[src/rtl/ext_obi_slave_arbiter.sv]
// rtl/ext_obi_slave_arbiter.sv - round-robin OBI arbiter sharing one slow-memory slave among external masters
module ext_obi_slave_arbiter #(
    parameter int NMASTER         = 5,
    parameter int MAX_OUTSTANDING = 2,
    parameter int ADDR_W          = 32,
    parameter int DATA_W          = 32
) (
    input  logic                                 clk_i,
    input  logic                                 rst_ni,
    input  logic [NMASTER-1:0]                   m_req_i,
    input  logic [NMASTER-1:0]                   m_we_i,
    input  logic [NMASTER*(DATA_W/8)-1:0]        m_be_i,
    input  logic [NMASTER*ADDR_W-1:0]            m_addr_i,
    input  logic [NMASTER*DATA_W-1:0]            m_wdata_i,
    output logic [NMASTER-1:0]                   m_gnt_o,
    output logic [NMASTER-1:0]                   m_rvalid_o,
    output logic [DATA_W-1:0]                    m_rdata_o,
    output logic                                 s_req_o,
    output logic                                 s_we_o,
    output logic [DATA_W/8-1:0]                  s_be_o,
    output logic [ADDR_W-1:0]                    s_addr_o,
    output logic [DATA_W-1:0]                    s_wdata_o,
    input  logic                                 s_gnt_i,
    input  logic                                 s_rvalid_i,
    input  logic [DATA_W-1:0]                    s_rdata_i,
    output logic [$clog2(MAX_OUTSTANDING+1)-1:0] outstanding_o,
    output logic                                 err_o
);

    localparam int BE_W  = DATA_W / 8;
    localparam int SEL_W = (NMASTER > 1) ? $clog2(NMASTER) : 1;
    localparam int PTR_W = (MAX_OUTSTANDING > 1) ? $clog2(MAX_OUTSTANDING) : 1;
    localparam int CNT_W = $clog2(MAX_OUTSTANDING + 1);

    typedef enum logic {
        S_IDLE,
        S_LOCKED
    } state_t;

    state_t           r_state;
    state_t           w_state_next;
    logic [SEL_W-1:0] r_ptr;
    logic [SEL_W-1:0] r_sel;
    logic [SEL_W-1:0] w_rr_sel;
    logic             w_rr_valid;
    logic [SEL_W-1:0] w_sel;
    logic             w_sel_valid;
    logic [SEL_W-1:0] r_fifo [MAX_OUTSTANDING];
    logic [PTR_W-1:0] r_wr_ptr;
    logic [PTR_W-1:0] r_rd_ptr;
    logic [CNT_W-1:0] r_count;
    logic             r_err;
    logic             w_full;
    logic             w_empty;
    logic             w_req;
    logic             w_gnt;
    logic             w_pop;
    logic [SEL_W-1:0] w_head;

    function automatic logic [PTR_W-1:0] ptr_inc(input logic [PTR_W-1:0] p);
        return (p == PTR_W'(MAX_OUTSTANDING - 1)) ? '0 : p + 1'b1;
    endfunction

    // Round-robin pick: lowest requester at/after the pointer wins, else lowest below it
    always_comb begin
        w_rr_sel   = r_ptr;
        w_rr_valid = 1'b0;
        for (int k = NMASTER - 1; k >= 0; k--) begin
            if (m_req_i[k] && (k < int'(r_ptr))) begin
                w_rr_sel   = SEL_W'(k);
                w_rr_valid = 1'b1;
            end
        end
        for (int k = NMASTER - 1; k >= 0; k--) begin
            if (m_req_i[k] && (k >= int'(r_ptr))) begin
                w_rr_sel   = SEL_W'(k);
                w_rr_valid = 1'b1;
            end
        end
    end

    // An ungranted request keeps its registered master until the slave accepts it
    assign w_sel       = (r_state == S_LOCKED) ? r_sel : w_rr_sel;
    assign w_sel_valid = (r_state == S_LOCKED) | w_rr_valid;

    assign w_full  = (r_count == CNT_W'(MAX_OUTSTANDING));
    assign w_empty = (r_count == '0);
    assign w_req   = rst_ni & w_sel_valid & ~w_full;
    assign w_gnt   = w_req & s_gnt_i;
    assign w_pop   = rst_ni & s_rvalid_i & ~w_empty;
    assign w_head  = r_fifo[r_rd_ptr];

    assign s_req_o       = w_req;
    assign m_rdata_o     = s_rdata_i;
    assign outstanding_o = rst_ni ? r_count : '0;
    assign err_o         = r_err;

    // Request fields, grant and response routing muxed by master index
    always_comb begin
        s_we_o     = 1'b0;
        s_be_o     = '0;
        s_addr_o   = '0;
        s_wdata_o  = '0;
        m_gnt_o    = '0;
        m_rvalid_o = '0;
        for (int k = 0; k < NMASTER; k++) begin
            if (w_sel == SEL_W'(k)) begin
                s_we_o    = m_we_i[k];
                s_be_o    = m_be_i[k*BE_W +: BE_W];
                s_addr_o  = m_addr_i[k*ADDR_W +: ADDR_W];
                s_wdata_o = m_wdata_i[k*DATA_W +: DATA_W];
                m_gnt_o[k] = w_gnt;
            end
            if (w_head == SEL_W'(k)) begin
                m_rvalid_o[k] = w_pop;
            end
        end
    end

    // Lock state register
    always_ff @(posedge clk_i) begin
        if (!rst_ni) begin
            r_state <= S_IDLE;
        end else begin
            r_state <= w_state_next;
        end
    end

    // Lock on an unanswered request, release on the slave grant
    always_comb begin
        w_state_next = r_state;
        case (r_state)
            S_IDLE:   if (w_req && !s_gnt_i) w_state_next = S_LOCKED;
            S_LOCKED: if (s_gnt_i) w_state_next = S_IDLE;
            default:  w_state_next = S_IDLE;
        endcase
    end

    // Held selection and round-robin pointer
    always_ff @(posedge clk_i) begin
        if (!rst_ni) begin
            r_sel <= '0;
            r_ptr <= '0;
        end else begin
            if ((r_state == S_IDLE) && w_req && !s_gnt_i) begin
                r_sel <= w_sel;
            end
            if (w_gnt) begin
                r_ptr <= (w_sel == SEL_W'(NMASTER - 1)) ? '0 : w_sel + 1'b1;
            end
        end
    end

    // ID FIFO storage; contents are meaningless while the count says empty
    always_ff @(posedge clk_i) begin
        if (w_gnt) begin
            r_fifo[r_wr_ptr] <= w_sel;
        end
    end

    // ID FIFO pointers and occupancy
    always_ff @(posedge clk_i) begin
        if (!rst_ni) begin
            r_wr_ptr <= '0;
            r_rd_ptr <= '0;
            r_count  <= '0;
        end else begin
            if (w_gnt) r_wr_ptr <= ptr_inc(r_wr_ptr);
            if (w_pop) r_rd_ptr <= ptr_inc(r_rd_ptr);
            case ({w_gnt, w_pop})
                2'b10:   r_count <= r_count + 1'b1;
                2'b01:   r_count <= r_count - 1'b1;
                default: r_count <= r_count;
            endcase
        end
    end

    // Sticky flag for a response nobody is waiting for
    always_ff @(posedge clk_i) begin
        if (!rst_ni) begin
            r_err <= 1'b0;
        end else if (s_rvalid_i && w_empty) begin
            r_err <= 1'b1;
        end
    end

endmodule

[config.mk]
export PLATFORM = sky130hd
export DESIGN_NAME = ext_obi_slave_arbiter
export DESIGN_NICKNAME = d
export VERILOG_FILES = /design/src/rtl/ext_obi_slave_arbiter.sv
export SDC_FILE = /design/constraint.sdc
export NUM_CORES = 1
export LEC_CHECK = 0
export BUFFER_PORTS_ARGS = -buffer_cell sky130_fd_sc_hd__buf_4
export CORE_AREA = 2 2 192 194
export CTS_BUF_LIST = sky130_fd_sc_hd__clkbuf_4 sky130_fd_sc_hd__clkbuf_8
export DETAILED_ROUTE_END_ITERATION = 8
export DIE_AREA = 0 0 194 196
export REMOVE_ABC_BUFFERS = 1
export SYNTH_ARGS = -nofsm -noshare
export SYNTH_HDL_FRONTEND = slang
export SYNTH_SLANG_ARGS = --single-unit
[constraint.sdc]
create_clock -name clk_i -period 6.3 [get_ports clk_i]
set_clock_uncertainty 0.05 [all_clocks]
set_input_delay 0.63 -clock clk_i [delete_from_list [all_inputs] [get_ports clk_i]]
set_output_delay 0.63 -clock clk_i [all_outputs]
set_load 0.01 [all_outputs]
==> results.tsv, run 1 <==
metric	value	unit
Placed Area	0.00755	mm²
antenna violations before repair	0	
Pwr Total	1410	µW
clock buffer depth	2	
kind of critical path	reg2out	
CP arrival	4.57	ns
Worst Path Max Fanout	41	
H-tree depth	1	
Critical Path Start	r_ptr[2]	
Hold Crit Endpoint	r_sel[0]	
CTS buffer count	3	
RePlAce Congestion	0.970	
fin crit share	83.4	%
pwr/cell area	185	mW/mm²
initial detailed-routing violation count	305	
DR DRC count	0	
Critical Path Start Type	flop	
Crit path required time	5.62	ns
top-level I/O count	501	
Die ar.	0.0380	mm²
Max Slew Vio Count	0	
Sink Count	19	
cell-internal power	743	µW
GRT Residual Overflow	0	
fin cells	1476	
cell with the most instances after synthesis	nand2_1	
min cycle time layout	5.25	ns
PostCTS Resize Cnt	0	
final hold vios	0	
flops & latches, synth	19	
DP HPWL	23200	µm
Antenna Violating Nets Remaining	0	
R2R Setup Slk	3.07	ns
Setup Buffers After CTS	0	
mapped cell area	0.00404	mm²
Die Y	196	µm
Async S/R FF share, synth	0	%
Final Instance Area	0.00760	mm²
unrepaired setup endpoints after global routing	false	
area added between synthesis and finish	88.0	%
Worst-Skew Late Latency	0.25	ns
hold depth	2	
Root Driver	clkbuf_8	
Net Sw Frac	47.2	%
row count	70	
Hold Slack	0.416	ns
Synth cell types	51	
Primary FF master, synth	dfxtp_1	
port bufs	436	
Worst setup EP type	primary output	
GRT Util Overall	13.6	%
setup violators final	0	
drt total wl	27900	µm
FF-to-FF path depth	10	
DRT Pass-1 Iters	5	
Reg clk slew, reported paths	0.07	ns
initial core utilization	11.2	%
Post-Place Cells	1472	
largest net degree at the start of global routing	77	
Vias	6411	
leakage power	0.00338	µW
largest area contributor in the synthesized netlist	a22oi_1	
number of global-route vias before repair	6395	
top cell type's share of synthesized area	25.6	%
die width	194	µm
number of synthesized flops with an enable pin	6	
combinational cell fraction of total power	83.1	%
Layout Nets	1401	
Hold/Removal Path Class	reg2reg	
synth warn	0	
post-DR vias/cell	4.34	
Setup Total Neg Slack	0	ns
worst r2r dst	r_ptr[2]	
synth cell count leaders	nand2_1 (148), a22oi_1 (138), o21ai_0 (74)	
fmax	190	MHz
slew margin rel.	40.2	%
Max rail drop VDD	92.2	µV
status	completed	
Avg Inst Size Synth	6.21	µm²
share of post-route cells with drive strength above 1	46.5	%
sequential power share	10.8	%
first-pass GRT wire length	40000	µm
Hold Startpoint	r_sel[0]	
sequential area share after synthesis	10.9	%
Syn Inst Count	651	
number of antenna diodes	0	
TritonCTS clock tree	built	
largest cells by area after synthesis	a22oi_1 (26%), nand2_1 (14%), o21ai_0 (9.2%)	
hold_buf cts	0	
fill count	4116	
core box area	0.0361	mm²
Max Cap Violations	0	
Routed WL per cell	18.9	µm
clock group share of total power	6.1	%
Slew @ Worst Pin	0.895	ns
worst r2r src	r_ptr[2]	
Switching Power	664	µW
==> layout make-up <==
cell class	instances	area [µm²]	area share, %
Timing Repair Buffer	451	3410	44.9
Tap cell	468	586	7.71
Inverter	10	37.5	0.494
Clock inverter	1	7.51	0.0988
Sequential cell	19	440	5.80
Clock buffer	3	41.3	0.544
Multi-Input combinational cell	524	3070	40.5
==> per-layer routing <==
metal	up-vias	track usage, %	part of all wire, %
li1	3085	-	-
met1	2895	14.7	37
met2	403	22.2	45
met3	26	8.82	16
met4	2	2.41	1.6
met5	-	3.19	0.62
==> state kept, by name (all words and copies together) (netlist names), named ones only <==
signal and cells:
r_fifo 6, r_ptr 3, r_count 2, err_o 1, r_wr_ptr 1, r_state 1
r_sel 3, r_rd_ptr 1
==> per-stage QoR <==
stage	setup slack (ns)	utilization [%]
final	1.05	21.1
after global routing	0.553	21.1
after CTS	1.03	21.1
after detailed placement	1.17	20.9
after global placement	1.24	20.9
after floorplan	-0.107	-
==> cells by family (layout without fill, tap and decap cells) <==
family / Yosys count / in the layout / share of synthesized area (%)
mux: 1 / 1 / 0.248
simple gates: 196 / 196 / 20.3
flops: 19 / 19 / 10.9
xor+xnor: 4 / 4 / 0.867
fa+ha+maj: 6 / 6 / 1.86
compound gates: 317 / 317 / 51.3
buf+inv: 108 / 465 / 14.5
==> how the worst max path moves through the flow <==
stage / end / slack, ns / cells past startpoint
floorplan: s_addr_o[0] / -0.11 / 9
global placement: s_addr_o[9] / 1.24 / 14
detailed placement: s_addr_o[9] / 1.17 / 14
CTS: s_addr_o[9] / 1.03 / 13
global route: s_wdata_o[2] / 0.55 / 13
finish: s_addr_o[9] / 1.05 / 13
==> cells in the final DEF, fill, tap and decap left out, drive strengths merged, types with 3 or more instances in the layout <==
cell,n
inv,10
and2,3
o21ai,145
a22oi,138
nor2b,3
and3,7
clkbuf,3
ha,6
buf,451
dfxtp,13
nand2,148
a21oi,12
edfxtp,6
nor2,19
nor3,4
==> critical path, stage by stage, from the launching register on <==
cell,delay (ns)
dfxtp_1,0.49
nor4b_1,0.58
a311oi_1,0.18
a22o_1,0.24
a21oi_1,0.31
inv_1,0.19
ha_4,0.36
nor2b_4,0.77
buf_4,0.45
a22oi_1,0.16
o21ai_0,0.23
a22oi_1,0.10
o21ai_1,0.10
buf_4,0.13
==> power by group through the flow <==
stage / combinational, µW / sequential, µW / clock, µW
6_report: 1170 / 152 / 85.4
5_1_grt: 1280 / 154 / 93.1
4_1_cts: 1180 / 152 / 87.5
3_5_place_dp: 1170 / 155 / 0
3_3_place_gp: 1170 / 155 / 0
2_1_floorplan: 545 / 151 / 0
Power figures use the tool's default switching activity.
==> run 2, diff against run 1 <==
Clock period 6.3 ns to 4.7 ns, I/O delays scaled along.
==> run 2 against run 1 <==
  * Global-route usage rose by 0.10 points
  * Flip-flop and latch count did not move
  * Setup slack lost 0.65 ns
  * Die area stayed put
  * Core utilization is 0.29 points higher
  * Register-to-register slack worse by 1.5 ns
  * Routed wire length increased by 0.60%
==> results.tsv, run 2 (synthesis results as in run 1) <==
metric	value	unit
Critical Path Start Type	flop	
GRT Residual Overflow	0	
Hold Crit Endpoint	r_state	
area added between synthesis and finish	90.6	%
Hold/Removal Path Class	in2reg	
number of antenna diodes	0	
M1 wire length	10100	µm
Top Registers	r_fifo: 6 flops, r_ptr: 3 flops, r_sel: 3 flops	
number of global-route vias before repair	6408	
core box area	0.0361	mm²
largest net degree at the start of global routing	79	
commonest non-fill, non-tap cell in the layout	buf_4	
Worst Path Max Fanout	34	
RePlAce Congestion	0.956	
status	completed	
worst r2r src	r_ptr[2]	
slew margin rel.	63.4	%
max incr delay on CP	0.48	ns
die width	194	µm
max reg flops	6	
setup violators final	0	
FF-to-FF path depth	10	
Reg with most FFs	r_fifo	
drt total wl	28100	µm
routed wl met2	12800	µm
Vias	6407	
clock buffer depth	2	
Crit path required time	4.18	ns
leakage power	0.00343	µW
Hold Startpoint	s_gnt_i	
row count	70	
fill count	4063	
Final Core Density	21.3	%
Crit path max-delay family	compound AO/OA/AOI/OAI gates	
Layout Nets	1405	
hold depth	2	
Die Y	196	µm
initial core utilization	11.2	%
Die ar.	0.0380	mm²
unrepaired setup endpoints after global routing	false	
critical path's slowest cell	dfxtp_1	
GRT Util Overall	13.7	%
fmax	233	MHz
top layer in use	met5	
kind of critical path	reg2out	
DR DRC count	0	
TritonCTS clock tree	built	
fin crit share	91.5	%
Antenna Violating Nets Remaining	0	
CP Buf/Inv Count	3	
Slew @ Worst Pin	0.548	ns
share of post-route cells with drive strength above 1	46.8	%
post-DR vias/cell	4.33	
R2R Setup Slk	1.54	ns
DP HPWL	22900	µm
antenna violations before repair	1	
Sink Count	19	
first-pass GRT wire length	40000	µm
pwr/cell area	248	mW/mm²
commonest cells after routing, fill and taps aside	buf_4 (447), nand2_1 (148), a22oi_1 (138)	
H-tree depth	1	
crit path cell chain	nor4b_2, a311oi_1, a22o_1, a21oi_1, inv_1, ha_1, ha_4, a311oi_4, buf_4, a22oi_1, o21ai_1, buf_4	
Max Slew Vio Count	0	
Reg clk slew, reported paths	0.07	ns
final hold vios	0	
Worst setup EP type	primary output	
Routed WL per cell	19.0	µm
DRT Pass-1 Iters	5	
CP arrival	3.78	ns
met3 WL post-DR	4610	µm
area of the multi-input gates	0.00308	mm²
CTS buffer count	3	
initial detailed-routing violation count	286	
Worst-Skew Late Latency	0.25	ns
top-level I/O count	501	
CP dominant cell by count	buf_4	
Max Cap Violations	0	
Max rail drop VDD	123	µV
Hold Slack	0.373	ns
Reg area	440	µm²
Root Driver	clkbuf_8	
min cycle time layout	4.30	ns
worst r2r dst	r_ptr[2]	
port bufs	436	
run 2: power by group:
group	internal (µW)	switching [µW]	total, µW
registers	185	17.7	203
logic	779	820	1600
clock network	58.8	51.1	110
run 2: worst reg2reg max path: cells and delay by family (launching register included):
kind | cells | cell delay (ns)
simple gates | 2 | 0.62
fa+ha+maj | 1 | 0.32
flops | 1 | 0.48
buf+inv | 2 | 0.43
compound gates | 5 | 1.15
run 2: area by class of cell:
type | count | area share [%]
flip-flops and latches | 19 | 5.72
inverters | 10 | 0.487
repair buffers | 455 | 45.6
well taps | 468 | 7.60
clock inverters | 1 | 0.0650
multi-input cells | 524 | 40.0
clock buffers | 3 | 0.536
run 2: metal layers:
layer  global-route usage [%]  vias up
li1                         -     3091
met1                     14.2     2927
met2                     22.5      361
met3                     9.59       26
met4                     2.33        2
met5                     3.19        -
run 2: repair_timing:
action,in CTS,in global routing
hold buffers,0,0
setup endpoints to repair,0,53
setup buffers,0,1
gates resized for setup,0,3
run 2: how the worst max path moves through the flow:
stage / startpoint / to / depth (start not counted)
global placement: m_req_i[0] / s_wdata_o[15] / 14
detailed placement: m_req_i[0] / s_wdata_o[15] / 14
global route: r_ptr[2] / s_wdata_o[20] / 13
finish: r_ptr[2] / s_be_o[3] / 12
floorplan: r_ptr[2] / s_addr_o[0] / 9
CTS: r_ptr[2] / s_wdata_o[15] / 13
run 2: through the flow:
step           cell area [µm²]  setup WS [ns]  power [µW]  setup TNS (ns)  instances
2_1_floorplan             3490          -1.43         934         -100.55        553
3_3_place_gp              7620          0.401        1800               0       1475
3_5_place_dp              7620          0.358        1810               0       1475
4_1_cts                   7670         0.0820        1920               0       1479
5_1_grt                   7700         0.0713        2090               0       1480
6_report                  7700          0.401        1910               0       1480
